### src/rtl/array_reduce.sv
// rtl/array_reduce.sv - streaming sum/min/max reduction over a length-prefixed array
//
// Ports:
//   clk, reset_n           clock, synchronous active-low reset
//   start, len, mode       request a reduction of len elements (mode 00/11 sum, 01 min, 10 max)
//   abort                  cancel a reduction in progress
//   in_valid, in_data      element stream; in_ready is high only while busy
//   result, count          reduction result (zero-extended for min/max) and accepted element count
//   busy, done, overflow   running flag, end-of-reduction pulse, sticky sum carry-out flag

module array_reduce #(
    parameter int DATA_W = 32,
    parameter int LEN_W  = 9,
    parameter int ACC_W  = 41
) (
    input  logic              clk,
    input  logic              reset_n,
    input  logic              start,
    input  logic [LEN_W-1:0]  len,
    input  logic [1:0]        mode,
    input  logic              abort,
    input  logic              in_valid,
    input  logic [DATA_W-1:0] in_data,
    output logic              in_ready,
    output logic [ACC_W-1:0]  result,
    output logic [LEN_W-1:0]  count,
    output logic              busy,
    output logic              done,
    output logic              overflow
);

    typedef enum logic [1:0] {
        ST_IDLE = 2'd0,
        ST_RUN  = 2'd1,
        ST_DONE = 2'd2
    } state_t;

    localparam logic [1:0] MODE_MIN = 2'b01;
    localparam logic [1:0] MODE_MAX = 2'b10;

    state_t             state_q, state_d;
    logic [ACC_W-1:0]   result_q, result_d;
    logic [LEN_W-1:0]   count_q, count_d;
    logic [LEN_W-1:0]   len_q, len_d;
    logic [1:0]         mode_q, mode_d;
    logic               ovf_q, ovf_d;

    // One spare bit on the adder captures the carry out of the accumulator.
    logic [ACC_W:0]     data_ext;
    logic [ACC_W:0]     sum_full;
    logic [ACC_W-1:0]   data_acc;
    logic [LEN_W-1:0]   count_inc;

    assign data_ext  = {{(ACC_W + 1 - DATA_W){1'b0}}, in_data};
    assign data_acc  = data_ext[ACC_W-1:0];
    assign sum_full  = {1'b0, result_q} + data_ext;
    assign count_inc = count_q + 1'b1;

    always_comb begin
        state_d  = state_q;
        result_d = result_q;
        count_d  = count_q;
        len_d    = len_q;
        mode_d   = mode_q;
        ovf_d    = ovf_q;

        case (state_q)
            ST_IDLE: begin
                // start wins over a simultaneous abort; abort has no meaning here.
                if (start) begin
                    len_d    = len;
                    mode_d   = mode;
                    result_d = '0;
                    count_d  = '0;
                    ovf_d    = 1'b0;
                    state_d  = (len == '0) ? ST_DONE : ST_RUN;
                end
            end
            ST_RUN: begin
                if (abort) begin
                    // Any beat in the same cycle is dropped.
                    result_d = '0;
                    count_d  = '0;
                    state_d  = ST_IDLE;
                end else if (in_valid) begin
                    count_d = count_inc;
                    if (mode_q == MODE_MIN || mode_q == MODE_MAX) begin
                        // First beat seeds the running extreme; ties keep the old value.
                        if (count_q == '0) begin
                            result_d = data_acc;
                        end else if (mode_q == MODE_MIN && data_acc < result_q) begin
                            result_d = data_acc;
                        end else if (mode_q == MODE_MAX && data_acc > result_q) begin
                            result_d = data_acc;
                        end
                    end else begin
                        result_d = sum_full[ACC_W-1:0];
                        if (sum_full[ACC_W]) begin
                            ovf_d = 1'b1;
                        end
                    end
                    if (count_inc == len_q) begin
                        state_d = ST_DONE;
                    end
                end
            end
            ST_DONE: begin
                state_d = ST_IDLE;
            end
            default: begin
                state_d = ST_IDLE;
            end
        endcase
    end

    always_ff @(posedge clk) begin
        if (!reset_n) begin
            state_q  <= ST_IDLE;
            result_q <= '0;
            count_q  <= '0;
            len_q    <= '0;
            mode_q   <= '0;
            ovf_q    <= 1'b0;
        end else begin
            state_q  <= state_d;
            result_q <= result_d;
            count_q  <= count_d;
            len_q    <= len_d;
            mode_q   <= mode_d;
            ovf_q    <= ovf_d;
        end
    end

    assign in_ready = (state_q == ST_RUN);
    assign busy     = (state_q == ST_RUN);
    assign done     = (state_q == ST_DONE);
    assign result   = result_q;
    assign count    = count_q;
    assign overflow = ovf_q;

endmodule
### config.mk
export PLATFORM = sky130hd
export DESIGN_NAME = array_reduce
export DESIGN_NICKNAME = d
export VERILOG_FILES = /design/src/rtl/array_reduce.sv
export SDC_FILE = /design/constraint.sdc
export NUM_CORES = 1
export LEC_CHECK = 0
export CORE_ASPECT_RATIO = 2
export CORE_MARGIN = 2
export CORE_UTILIZATION = 50
export CTS_CLUSTER_DIAMETER = 50
export DETAILED_ROUTE_END_ITERATION = 16
export PLACE_DENSITY = 0.78
export SYNTH_ARGS = -nofsm -noshare
export SYNTH_HDL_FRONTEND = slang
export SYNTH_SLANG_ARGS = --single-unit
### constraint.sdc
create_clock -name clk -period 4.3 [get_ports clk]
set_input_delay 0.86 -clock clk [delete_from_list [all_inputs] [get_ports clk]]
set_output_delay 0.86 -clock clk [all_outputs]
set_load 0.02 [all_outputs]
Word-level counts from Yosys, hierarchy flattened
Index checks and enable logic that the tools add are counted.
{"block": "totals", "register_bits": 64, "input_bits": 48, "output_inout_bits": 54, "elab_cells": 59}
{"block": "op_classes", "add_sub_neg": 2, "n_lt_le_gt_ge": 2, "n_eq_ne": 13, "muxes": 24, "n_reduce_logical": 12}
{"op": "$mux W41", "n": 7}
{"op": "$pmux W41 S2", "n": 1}
{"op": "$add A41 B32 Y42", "n": 1}
{"op": "$gt A32 B41 Y1", "n": 1}
{"op": "$lt A32 B41 Y1", "n": 1}
{"op": "$mux W9", "n": 3}
{"op": "$logic_not A9 Y1", "n": 2}
{"op": "$pmux W9 S2", "n": 1}
{"op": "$mux W2", "n": 5}
{"op": "$add A9 B1 Y9 const B", "n": 1}
{"op": "$eq A9 B9 Y1", "n": 1}
{"op": "$ne A2 B2 Y1 const B", "n": 4}
{"op": "$ne A6 B3 Y1 const B", "n": 1}
{"op": "$reduce_and A3 Y1", "n": 2}
{"op": "$reduce_and A6 Y1", "n": 1}
{"op": "$mux W1", "n": 5}
{"op": "$eq A2 B1 Y1 const B", "n": 2}
{"op": "$eq A2 B2 Y1 const B", "n": 2}
{"op": "$pmux W2 S2", "n": 1}
{"op": "$reduce_and A4 Y1", "n": 1}
{"op": "$ne A3 B2 Y1 const B", "n": 1}
{"op": "$ne A3 B3 Y1 const B", "n": 1}
{"op": "$logic_and A1 B1 Y1", "n": 2}
{"op": "$logic_not A2 Y1", "n": 1}
{"op": "other kinds (5)", "n": 5}

Logic depth before layout (Yosys ltp)
Gate-level depths: netlist of run 1.
{"block": "depth", "ltp_word": 9, "mapped_depth": 14, "depth_no_buf": 11}

Worst setup path before layout of run 1
Ideal clock, no wire load.
{"block": "synth_timing", "kind": "input to register", "from": "input in_data[0]", "to": "register result_q[26], in the netlist result[26]", "setup_ps": 117, "arrival_ps": 3134, "t_required_ps": 4183, "path_slack_ps": 1049, "stages": 11, "path_buffers": 0, "cell_sequence": "ha_1 -> fa_1 -> nor2b_1 -> o2111ai_1 -> a31oi_1 -> nor4_2 -> a211oi_1 -> o41ai_2 -> xnor2_1 -> mux2_2 -> a22o_1"}
{"block": "synth_between", "elab_chain_cells": 8, "word_cells_on_any_way": 13, "cone_classes": "add/sub: 1; order compare: 2; eq/ne: 1; mux: 6; reduce/logical: 3"}
{"element": "from (decl)", "line_no": "23", "source": "input logic [DATA_W-1:0] in_data,"}
{"element": "$lt A32 B41 Y1", "line_no": "91", "source": "end else if (mode_q == MODE_MIN && data_acc < result_q) begin"}
{"element": "$logic_and A1 B1 Y1", "line_no": "91"}
{"element": "$mux W41", "line_no": "91"}
{"element": "$mux W41", "line_no": "89", "source": "if (count_q == '0) begin"}
{"element": "$mux W41", "line_no": "87", "source": "if (mode_q == MODE_MIN || mode_q == MODE_MAX) begin"}
{"element": "$mux W41", "line_no": "85", "source": "end else if (in_valid) begin"}
{"element": "$mux W41", "line_no": "80", "source": "if (abort) begin"}
{"element": "$pmux W41 S2", "line_no": "67", "source": "case (state_q)"}
{"element": "to (signal assigned)", "line_no": "126", "source": "result_q <= result_d;"}
{"element": "to (decl)", "line_no": "42", "source": "logic [ACC_W-1:0] result_q, result_d;"}
Parallel ways exist; a longest one is shown, timed or not. The select of a mux whose other input is x is not followed.
A chain may end at the register's enable or synchronous reset.

Final worst setup path of run 1
{"block": "layout_timing", "from": "input in_data[0]", "to": "register result_q[32], in the netlist result[32]"}
The elaborated chain is that of the path after synthesis.

==> run summary, run 1 <==
The run finished with clean final reports. The worst reg-to-reg path cell count is 12. The number of nets in the synthesized netlist is slightly above 900. The finished layout cell area is 0.007450 mm2. Sorting the synthesized cells by area gives the leading types as dfxtp_1, ha_1, a21oi_1. Setup repair after global routing left no endpoint under its margin. The overall routing resource usage came out at 0.2809.

The total wire length after detailed routing came out at 17630 um. The net switching share of the total power came out at 0.3299. The count of vias placed by the detailed router came out at approximately 6100. The first-pass GRT wire length came out at 28930 um.

The placer's final routability congestion estimate is 0.9921. The worst-case headroom to the max-slew limit came out at 0.4830. The total setup buffers inserted after CTS is 0. The most common cell after layout, fill and taps aside is clkdlybuf4s50_1. The max-cap violation count is 0. The post-route setup TNS came out at 0 ns. The number of antenna violations at the first check in global routing is 0. The clock-pin transition on the worst setup and hold timing paths is ~0.060 ns. The clock root buffer is clkbuf_16. Of the post-synthesis cell area, the dominant cell type holds 0.2127. The number of placed cells counting well taps came out at between 1000 and 1500. The number of cells on the worst hold path is 2. The analysis attributes to cell leakage a power of 2.954 nW. The synthesized netlist occupies a cell area of 0.006023 mm2. The share of the Yosys chip area taken by registers is 0.2127.

In the final layout, flip-flops and latches occupy 0.001281 mm2. The largest net degree at the start of global routing came out at between 50 and 60. In the final routed layout, each cell accounts on average for between 15 and 20 um.

The remaining global-route overflow came out at 0. The post-synthesis cell count came out at slightly above 800. The clock drives 64 sinks. The finished layout holds around 1000 standard cells, fillers aside. The clock tree from TritonCTS is yes. The worst register-to-register path begins at result[0]$_SDFFE_PN0P_. The post-detailed-route count of antenna-violating nets came out at 0. The share of total power dissipated in sequential elements is 0.310. The initial core utilization came out at 0.5117. The multi-input logic area is about 0.0043 mm2. The number of iterations in the first detailed-routing pass is 5. The required time at the worst-slack endpoint is about 4.5 ns.

Gates resized during post-CTS repair numbered 0. The core region is around 0.012 mm2. The async set-reset flop share out of synthesis is 0.

The worst flop-to-flop path endpoint is result[32]$_SDFFE_PN0P_. The number of design-rule violations left by the first detailed-router iteration is 302. For the final database, setup skew stands at between 0.01 and 0.015 ns. The total number of yosys warnings is 0.

The detail-routed via count per cell came out at 5.864. The synthesized design spends more area on one cell type than any other, namely dfxtp_1. The worst hold path terminates at len_q[2]$_SDFFE_PN0P_. Leaving out fill and tap cells, the most frequent cells in the layout are clkdlybuf4s50_1, nand2_1, nor2_1. By startpoint and endpoint, the worst setup path is classified as primary input to flip-flop. The area fraction in and, or, nand and nor cells after synthesis is 0.2304. Detailed placement finished with a half-perimeter wire length of 13610 um. The number of buffers added by the clock tree synthesis step came out at 9. Traced cell by cell, the critical path runs through clkdlybuf4s50_1 > ha_1 > fa_1 > nor2b_1 > o2111ai_1 > a311oi_1 > o31ai_1 > buf_4 > o211ai_1 > a21oi_1 > o31a_1 > a211o_1 > o211a_1.

The critical path launch point type is a primary input. The kind of capture point of the worst setup path is a flip-flop. The total of endpoints with negative setup slack in the final report is 0. The register-to-register setup slack came out at 0.89 ns. The xor/xnor share of the synthesized area is 0.05816. By area, the combinational part of the netlist is dominated by compound AO/OA/AOI/OAI gates. The cell type of the slowest stage on the worst timing path is a311oi_1. The final core area utilization came out at 0.6329. The multiplexer fraction of the synthesized cell area is 0.01953.

The register bit count reported by yosys is 64. The final antenna diode count came out at 0. Across the VDD grid, the largest voltage drop is around 0.22 mV. The worst hold path belongs to the class flip-flop to flip-flop.

The source-to-sink clock delay at the later pin of the worst-skew pair came out at approximately 0.34 ns. The filler cell count is between 1000 and 1500. The worst endpoint data arrival time is around 4.3 ns.

The share of total power dissipated in combinational logic is 0.292. Across all hold checks on the routed design, the worst slack comes to 0.4743 ns. The clock tree buffer depth came out at 2.

The synthesized area divided by synthesized cell count is 7.464 um2. The placed instances occupy a cell area of 0.007121 mm2. The number of nets in the final layout is 1007. The fraction of the mapped netlist area in compound gates is 0.2580. After clock tree synthesis, the flow added hold-fix buffers numbering 0.

In the routed design, unresolved DRC markers number 0. The share of layout cells above drive strength 1 is 0.05698. The delay of the slowest critical-path stage came out at ~0.73 ns.

The proportion of power drawn by the clock network came out at 0.398. The count of flip-flops with a built-in enable after synthesis is 0. The overall die height is roughly 160 um. The adder-cell share of the synthesized area came out at 0.1446.

The die covers 0.01299 mm2. In this run the most critical hold path is launched from len_q[2]$_SDFFE_PN0P_. The row count is between 50 and 60. After layout, the minimum clock period comes to approximately 4 ns. The number of distinct library cell variants in the gate-level netlist after synthesis is between 70 and 80. The internal power summed over all cells came out at ~1.4 mW. The final cycle utilization of the critical path is 0.9440.

The growth of design area from synthesis to finish is 23.68%. The count of endpoints failing hold in the final timing report is 0. In the synthesized netlist the dominant register cell turns out to be dfxtp_1.

The switching power came out at roughly 0.69 mW. For this design the top-level I/O count stands at 102. The count of final max-slew check failures came out at 0. The maximum level of the CTS H-tree is 3.

The number of global-route vias before repair came to 6042. The highest fanout seen on the critical path is 3. The transition time at the pin with the least slew margin is between 0.7 and 0.8 ns. The number of buffer cells added on primary ports is approximately 100.

The horizontal die dimension is 81.61 um. The power per standard cell area came out at approximately 280 mW/mm2. The fmax is approximately 0.25 GHz.
[worst max-delay path, delay by kind of cell]
family,cells,cell delay [ns]
AO/OA/AOI/OAI,8,2.07
adder cells (fa/ha/maj),2,0.43
buffers and inverters,2,0.67
AND/OR/NAND/NOR,1,0.26
[sequential cells by signal, summed over array words and instances, names as in the netlist]
| signal | cells |
|---|---|
| result | 41 |
| count | 9 |
| len_q | 9 |
| mode_q | 2 |
| state_q | 2 |
| overflow | 1 |
[area by class of cell]
cell class                      count  area share
Sequential cell                    64      0.1720
Clock buffer                       10     0.03208
Clock inverter                      6     0.01209
Tap cell                          145     0.02435
Multi-Input combinational cell    635      0.5746
Inverter                           67     0.03376
Timing Repair Buffer              113      0.1512
[kinds of logic after synthesis]
group | count (synthesis)
AND/OR/NAND/NOR | 285
multiplexers | 10
buffers and inverters | 108
XOR/XNOR | 40
AO/OA/AOI/OAI | 231
adder cells (fa/ha/maj) | 69
flip-flops | 64
[worst max-delay path by stage]
stage | end | startpoint
floorplan | result[26]$_SDFFE_PN0P_ | in_data[0]
global route | result[32]$_SDFFE_PN0P_ | in_data[0]
global placement | result[32]$_SDFFE_PN0P_ | in_data[0]
detailed placement | result[32]$_SDFFE_PN0P_ | in_data[0]
finish | result[32]$_SDFFE_PN0P_ | in_data[0]
CTS | result[32]$_SDFFE_PN0P_ | in_data[0]
[power groups by stage]
stage / sequential [mW] / clock [mW] / combinational (mW)
6_report: 0.646 / 0.831 / 0.609
5_1_grt: 0.650 / 0.865 / 0.667
4_1_cts: 0.646 / 0.839 / 0.605
3_5_place_dp: 0.659 / 0 / 0.600
3_3_place_gp: 0.658 / 0 / 0.595
2_1_floorplan: 0.666 / 0 / 0.399
[cell usage after synthesis (all sizes together), types with 4 or more instances]
master and n:
nor4 15, a32oi 4, a21oi 75, o31ai 12
nor3 16, a22oi 4, nand2 79, mux2i 6
mux2 4, nor2b 21, nor2 80, xor2 6
a21boi 11, o21bai 11, buf 18, o41ai 4
dfxtp 64, inv 66, ha 68, a22o 20
a31oi 6, nand3b 5, a211oi 4, and3 11
a2111oi 4, nand3 21, nand2b 7, a211o 6
and2 5, o21ai 42, xnor2 34, nor3b 4
clkbuf 23, nand4 8
[per-layer routing]
layer / vias up / global-route usage / share of wire
met5: - / 0 / 0
met4: 0 / 0.1462 / 0.050
met3: 59 / 0.04195 / 0.036
met2: 177 / 0.5242 / 0.56
met1: 2833 / 0.2857 / 0.36
li1: 3030 / - / -
[through the flow]
step           power [mW]  setup WS, ns
6_report            2.085        0.2409
5_1_grt             2.182       0.09788
4_1_cts             2.090        0.3912
3_5_place_dp        1.259       0.06205
3_3_place_gp        1.252        0.1117
2_1_floorplan       1.065         1.049
Note: power is estimated with default switching activity, not from simulation.
==> run 2: changes to the inputs <==
Settings changed: PLACE_DENSITY 0.78 to 0.77.
Clock period 4.3 ns to 3.57 ns, I/O delays scaled along.
==> run summary, run 2 (synthesis results as in run 1) <==
The maximum level of the CTS H-tree is 3. Summed over all cells, the static leakage comes to ~3.5 nW. In this run the count of I/O pins placed on the die edge is 102. In the layout the commonest cells are buf_4, clkdlybuf4s50_1, nand2_1, nor2_1, a21oi_1. The filler cells instantiated in the layout total slightly below 1000. The total of endpoints with negative setup slack in the final report is 0. The largest net degree at the start of global routing came out at between 50 and 60. The count of buffers added on input and output ports is 101.

The number of design-rule violations left by the first detailed-router iteration came out at between 200 and 300. For this design, the sink count on the clock tree is 64. The number of nets in the final layout is 1116.

The fmax is between 0.2 and 0.3 GHz. The number of flip-flops in the largest register came out at between 40 and 50. The number of antenna diodes in the final layout is 0. The wire length on met3 is around 710 um. The overall die height came out at 159.2 um. The tree is rooted in a clkbuf_16. The initial core utilization came out at 0.5117.

The internal power summed over all cells is between 1.5 and 2 mW. The final cycle utilization of the critical path came out at 0.9675. The worst setup path is captured at a flip-flop.

In this run the tightest slew margin relative to its limit is 0.4792. The length of routed met2 wiring is ~11000 um. Counting the buffers created by CTS gives 9. The clock-pin transition on the worst setup and hold timing paths is about 0.060 ns. Of the total power, the share spent switching nets is 0.3356. The startpoint identified for the worst hold timing path is len_q[5]$_SDFFE_PN0P_. Routability-driven placement finished with a final weighted congestion of 0.9482. The power per standard cell area came out at 309.2 mW/mm2. The first TritonRoute pass finished after 7 iterations. The final core area utilization is 0.7036.

After detailed routing, the average wire length per cell comes to between 15 and 20 um. The source-to-sink clock delay at the later pin of the worst-skew pair came out at around 0.34 ns. In this run the critical register-to-register path is launched from result[12]$_SDFFE_PN0P_. The worst hold path was traced through 2 stages. The worst setup skew after layout is 0.008289 ns.

The count of endpoints failing hold in the final timing report came out at 0. The cts-stage hold buffer count came out at 0. The detail-routed via count per cell came out at ~5.8.

The share of layout cells above drive strength 1 came out at 0.1633. The number of global-route vias before repair came out at 6621. The placeable core area is around 0.012 mm2. Measured along the x axis, the die boundary spans approximately 80 um. The total DRC errors in the routed layout came out at 0. The endpoint identified for the worst register-to-register timing path is result[38]$_SDFFE_PN0P_.

The number of antenna violations at the first check in global routing came out at 0. Counting along the longest clock path gives a buffer depth of 2. In this run the power spent charging and discharging nets is approximately 0.86 mW. The max-cap violation count is 0. The area enclosed by the die boundary came out at around 0.013 mm2. The floorplan has 56 rows. Summing all non-filler instances in the final layout gives an area of 0.008282 mm2. Across every metal layer, demand over resource in global routing totals 0.3002. After detailed routing, the wire length on met1 is 6742 um. The startpoint of the worst setup timing path is in_data[17]. The critical path is of the primary input to flip-flop type.

The count of final max-slew check failures came out at 0. At the worst endpoint, the arrival time is ~3.7 ns. The post-detailed-route count of antenna-violating nets came out at 0.

The remaining global-route overflow came out at 0. The transition time at the pin with the least slew margin is approximately 0.78 ns. The post-detailed-placement cell area came out at a little under 0.008 mm2. Subtracting the final worst setup slack from the clock period gives 3.454 ns.

The library cell used most frequently in the layout, excluding fill and tap cells, is buf_4. For this block, the routed nets add up to between 15000 and 20000 um of wire. The proportion of power drawn by the clock network came out at 0.361. The share of total power dissipated in sequential elements is 0.304.

The min-delay analysis places its worst path in the category flip-flop to flip-flop. Of all nets on the critical path, the largest fanout is 6. The proportion of power drawn by combinational gates came out at 0.335. The required time at the worst-slack endpoint came out at ~3.8 ns. The count of vias placed by the detailed router came out at between 6000 and 7000.

The run finished with clean final reports. For hold timing, the worst endpoint is len_q[5]$_SDFFE_PN0P_. Signal routing reaches up to met4.

The peak ir drop on the vdd network came out at 0.2682 mV. The worst setup path is launched from a primary input. For the worst flop-to-flop path, the logic depth is 12.

The placed wire-length estimate is around 15000 um. TritonCTS built the clock tree. The first global-routing pass estimated 30710 um of wire.

The growth of design area from synthesis to finish came out at 37.49%. Setup slack on the worst reg-to-reg path comes out at around 0.5 ns.
[run 2: cell types whose count changed in the layout (fill, tap and decap cells not counted), moves of 2 or more]
| cell | delta |
|---|---|
| buf_4 | +109 |
| a31oi_1 | -2 |
| a31oi_2 | +2 |
| clkbuf_1 | +2 |
| inv_6 | -2 |
[run 2: routing by layer]
layer  GRT usage  up-vias
li1            -     3243
met1      0.2911     3124
met2      0.5663      202
met3     0.04365       78
met4      0.1758        0
met5           0        -
[run 2: area by class of cell]
class	count	area [um2]	area share
Multi-Input combinational cell	635	4323	0.5220
Timing Repair Buffer	222	1944	0.2348
Sequential cell	64	1281	0.1547
Inverter	67	251.5	0.03037
Clock buffer	12	246.5	0.02976
Tap cell	145	181.4	0.02191
Clock inverter	4	53.80	0.006496
[run 2: power groups by stage]
stage	Sequential, mW	Clock, mW	Combinational, mW
after floorplan	0.803	0	0.480
after global placement	0.792	0	0.831
after detailed placement	0.792	0	0.843
after CTS	0.777	0.931	0.849
after global routing	0.781	0.960	0.939
final	0.778	0.924	0.859
[run 2: per-stage QoR]
stage | hold slack (ns) | power, mW | instances | setup TNS (ns) | setup slack [ns]
6_report | 0.4726 | 2.561 | 1149 | 0 | 0.1158
5_1_grt | 0.4935 | 2.681 | 1149 | -0.04069 | -0.04069
4_1_cts | 0.4754 | 2.557 | 1149 | 0 | 0.009138
3_5_place_dp | 0.4677 | 1.635 | 1133 | -4.436 | -0.3068
3_3_place_gp | 0.4612 | 1.623 | 1133 | -2.205 | -0.2188
2_1_floorplan | 0.4551 | 1.283 | 807 | 0 | 0.4654
[run 2: worst max-delay path by stage]
stage	cells after the start	slack, ns	endpoint
after floorplan	11	0.47	result[26]$_SDFFE_PN0P_
after global placement	12	-0.22	result[26]$_SDFFE_PN0P_
after detailed placement	12	-0.31	result[26]$_SDFFE_PN0P_
after CTS	12	0.009	result[26]$_SDFFE_PN0P_
after global routing	12	-0.04	result[26]$_SDFFE_PN0P_
final	12	0.12	result[26]$_SDFFE_PN0P_
[run 2: what timing repair did]
action                     in CTS  in global routing
setup buffers                   0                  0
resized for setup               0                  7
setup endpoints to repair       0                 10
[run 2: critical path, stage by stage]
cell	delay [ns]
clkdlybuf4s50_1	0.44
ha_1	0.40
buf_4	0.18
nor4_1	0.42
nand3b_1	0.16
a31oi_2	0.26
nor4_2	0.08
a211oi_1	0.31
o41ai_2	0.11
xnor2_1	0.15
mux2_2	0.28
a22o_1	0.18
==> run 3: changes to the inputs <==
Settings changed: CAP_MARGIN from default to 10, CTS_CLUSTER_SIZE from default to 30.
==> results of run 3 <==
Final layout, timing and power as in run 2 (identical DEF).
